### src/rtl/cva6_ptw_sv32_lite_if.sv
// rtl/cva6_ptw_sv32_lite_if.sv - miss, memory and refill signals of the Sv32 page-table walker
// slave is the walker's view; master is the view of the TLB/memory side that drives it.
interface cva6_ptw_sv32_lite_if #(
  parameter int unsigned ASID_WIDTH = 1
);
  logic                  flush_i;
  logic                  miss_valid_i;
  logic                  miss_ready_o;
  logic [31:0]           miss_vaddr_i;
  logic [ASID_WIDTH-1:0] miss_asid_i;
  logic [21:0]           satp_ppn_i;
  logic                  mem_req_o;
  logic                  mem_gnt_i;
  logic [33:0]           mem_addr_o;
  logic                  mem_rvalid_i;
  logic [31:0]           mem_rdata_i;
  logic [62:0]           update_o;
  logic                  walking_o;
  logic                  pf_o;
  logic [31:0]           pf_vaddr_o;

  modport slave (
    input  flush_i, miss_valid_i, miss_vaddr_i, miss_asid_i, satp_ppn_i,
    input  mem_gnt_i, mem_rvalid_i, mem_rdata_i,
    output miss_ready_o, mem_req_o, mem_addr_o, update_o, walking_o, pf_o, pf_vaddr_o
  );

  modport master (
    output flush_i, miss_valid_i, miss_vaddr_i, miss_asid_i, satp_ppn_i,
    output mem_gnt_i, mem_rvalid_i, mem_rdata_i,
    input  miss_ready_o, mem_req_o, mem_addr_o, update_o, walking_o, pf_o, pf_vaddr_o
  );
endinterface

### src/rtl/cva6_ptw_sv32_lite.sv
// rtl/cva6_ptw_sv32_lite.sv - two-level Sv32 page-table walker refilling cva6_tlb_sv32
// Define PTW_AD_CHECK_EN to fault on leaf PTEs whose accessed bit is clear.
module cva6_ptw_sv32_lite #(
  parameter int unsigned ASID_WIDTH = 1
) (
  input  logic                    clk_i,
  input  logic                    rst_ni,
  cva6_ptw_sv32_lite_if.slave     ptw
);

`ifdef PTW_AD_CHECK_EN
  localparam logic AD_CHECK = 1'b1;
`else
  localparam logic AD_CHECK = 1'b0;
`endif

  typedef enum logic [2:0] {
    IDLE, L1_REQ, L1_WAIT, L0_REQ, L0_WAIT, UPDATE, FAULT, DRAIN
  } state_t;

  state_t                state;
  logic [31:0]           vaddr_q;
  logic [ASID_WIDTH-1:0] asid_q;
  logic [21:0]           ppn_q;
  logic                  is_4m_q;
  logic [31:0]           pte_q;
  logic [31:0]           pf_vaddr_q;

  logic [31:0] pte;
  logic        pte_invalid;
  logic        pte_leaf;
  logic        pte_ad_fault;
  logic        pte_misaligned;

  assign pte            = ptw.mem_rdata_i;
  assign pte_invalid    = !pte[0] || (!pte[1] && pte[2]);
  assign pte_leaf       = pte[1] || pte[3];
  assign pte_ad_fault   = AD_CHECK && !pte[6];
  assign pte_misaligned = pte[19:10] != 10'd0;

  // Outputs decode only registered state; flush gates the ready and the refill word.
  assign ptw.miss_ready_o = (state == IDLE) && !ptw.flush_i;
  assign ptw.mem_req_o    = (state == L1_REQ) || (state == L0_REQ);
  assign ptw.mem_addr_o   = {ppn_q, (state == L0_REQ) ? vaddr_q[21:12] : vaddr_q[31:22], 2'b00};
  assign ptw.walking_o    = state != IDLE;
  assign ptw.pf_o         = state == FAULT;
  assign ptw.pf_vaddr_o   = pf_vaddr_q;
  assign ptw.update_o     = (state == UPDATE && !ptw.flush_i)
                          ? {1'b1, is_4m_q, vaddr_q[31:12], 9'(asid_q), pte_q}
                          : 63'd0;

  always_ff @(posedge clk_i or negedge rst_ni) begin
    if (!rst_ni) begin
      state      <= IDLE;
      vaddr_q    <= '0;
      asid_q     <= '0;
      ppn_q      <= '0;
      is_4m_q    <= 1'b0;
      pte_q      <= '0;
      pf_vaddr_q <= '0;
    end else begin
      case (state)
        IDLE: begin
          if (ptw.miss_valid_i && !ptw.flush_i) begin
            vaddr_q <= ptw.miss_vaddr_i;
            asid_q  <= ptw.miss_asid_i;
            ppn_q   <= ptw.satp_ppn_i;
            state   <= L1_REQ;
          end
        end
        L1_REQ, L0_REQ: begin
          // A granted request owes us a response, so a flush must drain it.
          if (ptw.mem_gnt_i) begin
            if (ptw.flush_i)            state <= DRAIN;
            else if (state == L1_REQ)   state <= L1_WAIT;
            else                        state <= L0_WAIT;
          end else if (ptw.flush_i) begin
            state <= IDLE;
          end
        end
        L1_WAIT: begin
          if (ptw.mem_rvalid_i) begin
            if (ptw.flush_i) begin
              state <= IDLE;
            end else if (pte_invalid || (pte_leaf && (pte_misaligned || pte_ad_fault))) begin
              state      <= FAULT;
              pf_vaddr_q <= vaddr_q;
            end else if (pte_leaf) begin
              state   <= UPDATE;
              is_4m_q <= 1'b1;
              pte_q   <= pte;
            end else begin
              state <= L0_REQ;
              ppn_q <= pte[31:10];
            end
          end else if (ptw.flush_i) begin
            state <= DRAIN;
          end
        end
        L0_WAIT: begin
          if (ptw.mem_rvalid_i) begin
            if (ptw.flush_i) begin
              state <= IDLE;
            end else if (pte_invalid || !pte_leaf || pte_ad_fault) begin
              state      <= FAULT;
              pf_vaddr_q <= vaddr_q;
            end else begin
              state   <= UPDATE;
              is_4m_q <= 1'b0;
              pte_q   <= pte;
            end
          end else if (ptw.flush_i) begin
            state <= DRAIN;
          end
        end
        UPDATE, FAULT: state <= IDLE;
        DRAIN: begin
          if (ptw.mem_rvalid_i) state <= IDLE;
        end
        default: state <= IDLE;
      endcase
    end
  end

endmodule

### src/flat_wrapper.sv
// flat-port wrapper written by rule: the top's interface ports become plain ports
module cva6_ptw_sv32_lite_flat 
#(
  parameter int unsigned ASID_WIDTH = 1
)
  (clk_i, rst_ni, ptw_flush_i, ptw_miss_valid_i, ptw_miss_vaddr_i, ptw_miss_asid_i, ptw_satp_ppn_i, ptw_mem_gnt_i, ptw_mem_rvalid_i, ptw_mem_rdata_i, ptw_miss_ready_o, ptw_mem_req_o, ptw_mem_addr_o, ptw_update_o, ptw_walking_o, ptw_pf_o, ptw_pf_vaddr_o);
  cva6_ptw_sv32_lite_if #(.ASID_WIDTH(ASID_WIDTH)) ptw_i ();
  input  logic clk_i;
  input  logic rst_ni;
  input wire logic [$bits(ptw_i.flush_i)-1:0] ptw_flush_i;
  input wire logic [$bits(ptw_i.miss_valid_i)-1:0] ptw_miss_valid_i;
  input wire logic [$bits(ptw_i.miss_vaddr_i)-1:0] ptw_miss_vaddr_i;
  input wire logic [$bits(ptw_i.miss_asid_i)-1:0] ptw_miss_asid_i;
  input wire logic [$bits(ptw_i.satp_ppn_i)-1:0] ptw_satp_ppn_i;
  input wire logic [$bits(ptw_i.mem_gnt_i)-1:0] ptw_mem_gnt_i;
  input wire logic [$bits(ptw_i.mem_rvalid_i)-1:0] ptw_mem_rvalid_i;
  input wire logic [$bits(ptw_i.mem_rdata_i)-1:0] ptw_mem_rdata_i;
  output wire logic [$bits(ptw_i.miss_ready_o)-1:0] ptw_miss_ready_o;
  output wire logic [$bits(ptw_i.mem_req_o)-1:0] ptw_mem_req_o;
  output wire logic [$bits(ptw_i.mem_addr_o)-1:0] ptw_mem_addr_o;
  output wire logic [$bits(ptw_i.update_o)-1:0] ptw_update_o;
  output wire logic [$bits(ptw_i.walking_o)-1:0] ptw_walking_o;
  output wire logic [$bits(ptw_i.pf_o)-1:0] ptw_pf_o;
  output wire logic [$bits(ptw_i.pf_vaddr_o)-1:0] ptw_pf_vaddr_o;
  assign ptw_i.flush_i = ptw_flush_i;
  assign ptw_i.miss_valid_i = ptw_miss_valid_i;
  assign ptw_i.miss_vaddr_i = ptw_miss_vaddr_i;
  assign ptw_i.miss_asid_i = ptw_miss_asid_i;
  assign ptw_i.satp_ppn_i = ptw_satp_ppn_i;
  assign ptw_i.mem_gnt_i = ptw_mem_gnt_i;
  assign ptw_i.mem_rvalid_i = ptw_mem_rvalid_i;
  assign ptw_i.mem_rdata_i = ptw_mem_rdata_i;
  assign ptw_miss_ready_o = ptw_i.miss_ready_o;
  assign ptw_mem_req_o = ptw_i.mem_req_o;
  assign ptw_mem_addr_o = ptw_i.mem_addr_o;
  assign ptw_update_o = ptw_i.update_o;
  assign ptw_walking_o = ptw_i.walking_o;
  assign ptw_pf_o = ptw_i.pf_o;
  assign ptw_pf_vaddr_o = ptw_i.pf_vaddr_o;
  cva6_ptw_sv32_lite #(.ASID_WIDTH(ASID_WIDTH)) u_core (.clk_i(clk_i), .rst_ni(rst_ni), .ptw(ptw_i));
endmodule
### config.mk
export PLATFORM = sky130hd
export DESIGN_NAME = cva6_ptw_sv32_lite_flat
export DESIGN_NICKNAME = d
export VERILOG_FILES = /design/src/rtl/cva6_ptw_sv32_lite_if.sv /design/src/rtl/cva6_ptw_sv32_lite.sv /design/src/flat_wrapper.sv
export SDC_FILE = /design/constraint.sdc
export NUM_CORES = 1
export LEC_CHECK = 0
export CAP_MARGIN = 25
export CORE_MARGIN = 5
export CORE_UTILIZATION = 40
export CTS_CLUSTER_SIZE = 40
export DETAILED_ROUTE_END_ITERATION = 7
export PLACE_DENSITY = 0.77
export SLEW_MARGIN = 10
export SYNTH_ARGS = -nofsm -noshare
export SYNTH_HDL_FRONTEND = slang
export SYNTH_SLANG_ARGS = --single-unit
### constraint.sdc
create_clock -name clk_i -period 2 [get_ports clk_i]
set_clock_uncertainty 0.15 [all_clocks]
set_input_delay 0.4 -clock clk_i [delete_from_list [all_inputs] [get_ports clk_i]]
set_output_delay 0.4 -clock clk_i [all_outputs]
set_load 0.005 [all_outputs]
==> results.yml <==
worst_setup_path:
  crit_fanout: 5
  cp_data_required_time_ps: 1450
  worstSetupStartpointType: "flop"
  crit_arrival_ps: 1870
  critical_path_class: "flop to output pin"
  end_kind: "output pin"
cts:
  clockBufferDepth: 2
  numCtsBuffers: 17
  clk_pin_slew_ps: 50
  h-tree-depth: 4
  clock_sinks: 123
  clockRootBuffer: "clkbuf_16"
  cts_tree: "yes"
  clkLatencyLatePin_ps: 410
global_routing:
  antenna_found_initial: 0
  gr-total-overflow: 0
  grt_pass1_wl_um: 29100
  grt_usage_pct: 21.1
  first_global_vias: 5218
  grt_max_degree: 63
cells_and_area:
  finish.utilization_pct: 68.3
  final_common_cell: "clkdlybuf4s50_1"
  fill_cells: 1020
  syn_to_final_growth_pct: 68.2
  drive_gt1_share_pct: 50.0
  layout_common_cells: "134 x clkdlybuf4s50_1, 123 x dfrtp_1, 103 x mux2_2"
  final_net_count: 827
  antenna_cells: 0
  stdcell_count: 930
  final_area_mm2: 0.00990
floorplanning:
  design.portCount: 226
  die_y_um: 131
  dieArea_mm2: 0.0172
  core_mm2: 0.0145
  initial_core_util_pct: 40.6
  chipWidth_um: 131
  core.rowCount: 44
synth:
  yosys_warnings: 0
  synth_compound_area_share_pct: 3.36
  yosys.area_share.adder_pct: 0
  syn_area_per_cell_um2: 13.5
  synthXorXnorAreaFrac_pct: 0.298
  syn_area_mm2: 0.00588
  postSynthCellCount: 437
  synthMuxAreaShare_pct: 30.5
  synth.yosys.seq_area_share_pct: 52.3
  synth-simple-area-share_pct: 9.21
  synth_top_family_by_area: "multiplexers"
  ys_seq_elements: 123
  ys_types: 41
sta:
  min_period_ps: 2420
  setup_viol_count_final: 183
  max_freq_mhz: 414
  hold_viol_final: 0
  rsz0062_at_grt: "true"
  final-max-slew-violation-count: 0
  period_share_pct: 121
  fin_setup_tns_ps: -46610
  worst_slack_ps: -415
power:
  peakVddDrop_mv: 0.694
  total_leakage_power_nw: 4.64
  power_density_mw_per_mm2: 1490
  total_power_mw: 14.7
route:
  via_per_inst: 5.09
  initialDrtViolationCount: 381
  wl_per_cell_um: 20.6
  ant_nets: 0
  drc: 0
  drt_first_pass_iters: 4
  dr_total_vias: 4737
  wirelength_um: 19200
status:
  violations: "setup timing"
  outcome: "finished, violations left"
placement:
  hpwl_um: 11700
  placed_area_mm2: 0.00851
  gp_congestion: 0.898
  numPortBuffers: 215
  dp_cells: 847
flow_run:
  drv_cap: 0
worst_hold_path:
  hp-class: "primary input to flop"
## report_power, final
part           total (mW)  leakage [nW]  internal (mW)  switching (mW)
clock network        2.96         0.283           1.91            1.04
registers            4.59          1.48           3.79           0.802
logic                7.18          2.88           4.71            2.47
total                14.7          4.64           10.4            4.32
## kinds of logic after synthesis
| kind of cell | after synthesis |
|---|---|
| muxes | 150 |
| DFF | 123 |
| and+or+nand+nor | 94 |
| buffers and inverters | 41 |
| AOI/OAI and AO/OA | 26 |
| xor gates and xnor gates | 2 |
| other | 1 |
## path summary, 6_finish.rpt
check	endpoint	slack (ps)	from	cells past startpoint
setup / recovery	ptw_update_o[16]	-420	u_core.state[2]$_DFFE_PN0P_	7
hold / removal	u_core.pte_q[1]$_DFFE_PN0P_	200	ptw_mem_rdata_i[1]	2
setup reg to reg	u_core.ppn_q[2]$_DFFE_PN0P_	-360	u_core.state[2]$_DFFE_PN0P_	10
hold reg to reg	u_core.pte_q[0]$_DFFE_PN0P_	310	u_core.pte_q[0]$_DFFE_PN0P_	1
max in group asynchronous	u_core.vaddr_q[10]$_DFFE_PN0P_	830	rst_ni	3
min in group asynchronous	u_core.pte_q[3]$_DFFE_PN0P_	250	rst_ni	2
## cell usage after synthesis
cell	count	area (µm²)
dfrtp_1	123	3080
mux2_2	122	1370
and2_1	53	332
mux2_4	28	420
clkbuf_1	14	52.6
buf_4	10	75.1
nor2_1	10	37.5
nand2_1	8	30.0
buf_2	7	35.0
a21oi_1	6	30.0
inv_1	5	18.8
nor2b_1	5	31.3
nor3_1	5	25.0
a32oi_1	4	35.0
o21ai_0	4	20.0
nand2b_1	3	18.8
nor4_1	3	18.8
buf_12	2	40.0
nand3_1	2	10.0
o22ai_1	2	12.5
a21boi_2	1	11.3
a21boi_4	1	18.8
a221oi_1	1	8.76
a31o_2	1	8.76
a31oi_1	1	6.26
buf_1	1	3.75
buf_6	1	11.3
buf_8	1	15.0
conb_1	1	3.75
nand3b_1	1	7.51
nor3b_1	1	7.51
o2111ai_1	1	8.76
o21a_1	1	7.51
o221a_2	1	11.3
o221ai_1	1	8.76
o32a_1	1	10.0
or2_2	1	6.26
or3_1	1	6.26
or4_4	1	11.3
xnor2_1	1	8.76
xor2_1	1	8.76
## worst max-delay path, stage by stage, from the launching register on
cell and delay [ps]:
dfrtp_1 400, buf_6 120, nand2b_4 60, nor3_4 170, buf_4 160, buf_4 150
and2_1 130, dlygate4sd2_1 250
## area by class of cell
class                   instances  area (µm²)  area share [%]
multi-input cells             282        2860            28.9
well taps                     184         230            2.33
repair buffers                305        3140            31.7
clock inverters                 8        92.6           0.936
clock buffers                  23         478            4.83
flip-flops and latches        123        3080            31.1
inverters                       5        18.8           0.190
## routing by layer
layer | GRT usage (%) | part of all wire [%]
met2 | 36.9 | 51
met4 | 7.26 | 2.4
met5 | 0 | 0
met3 | 6.27 | 7.2
met1 | 24.6 | 39
## state kept, by name, indices dropped and copies added, names as in the netlist
register	cells
u_core.ptw.pf_vaddr_o	32
u_core.state	3
u_core.asid_q	1
u_core.ppn_q	22
u_core.vaddr_q	32
u_core.is_4m_q	1
u_core.pte_q	32
## stage by stage
step                hold slack, ps  setup WS [ps]
finish                         199           -415
global route                   203           -455
CTS                            238           -455
detailed placement             133           -858
global placement               132           -799
floorplan                    -45.6           -236
## repair_timing
| action | 4_1_cts | 5_1_grt |
|---|---|---|
| pin swaps | 11 | 9 |
| resized for setup | 316 | 80 |
| buffers inserted | 35 | 14 |
| endpoints found under the setup margin | 156 | 189 |
| hold buffers | 1 | 0 |
| endpoints found under the hold margin | 14 | 0 |
| cloned | 11 | 6 |
(Power assumes the default switching activity.)
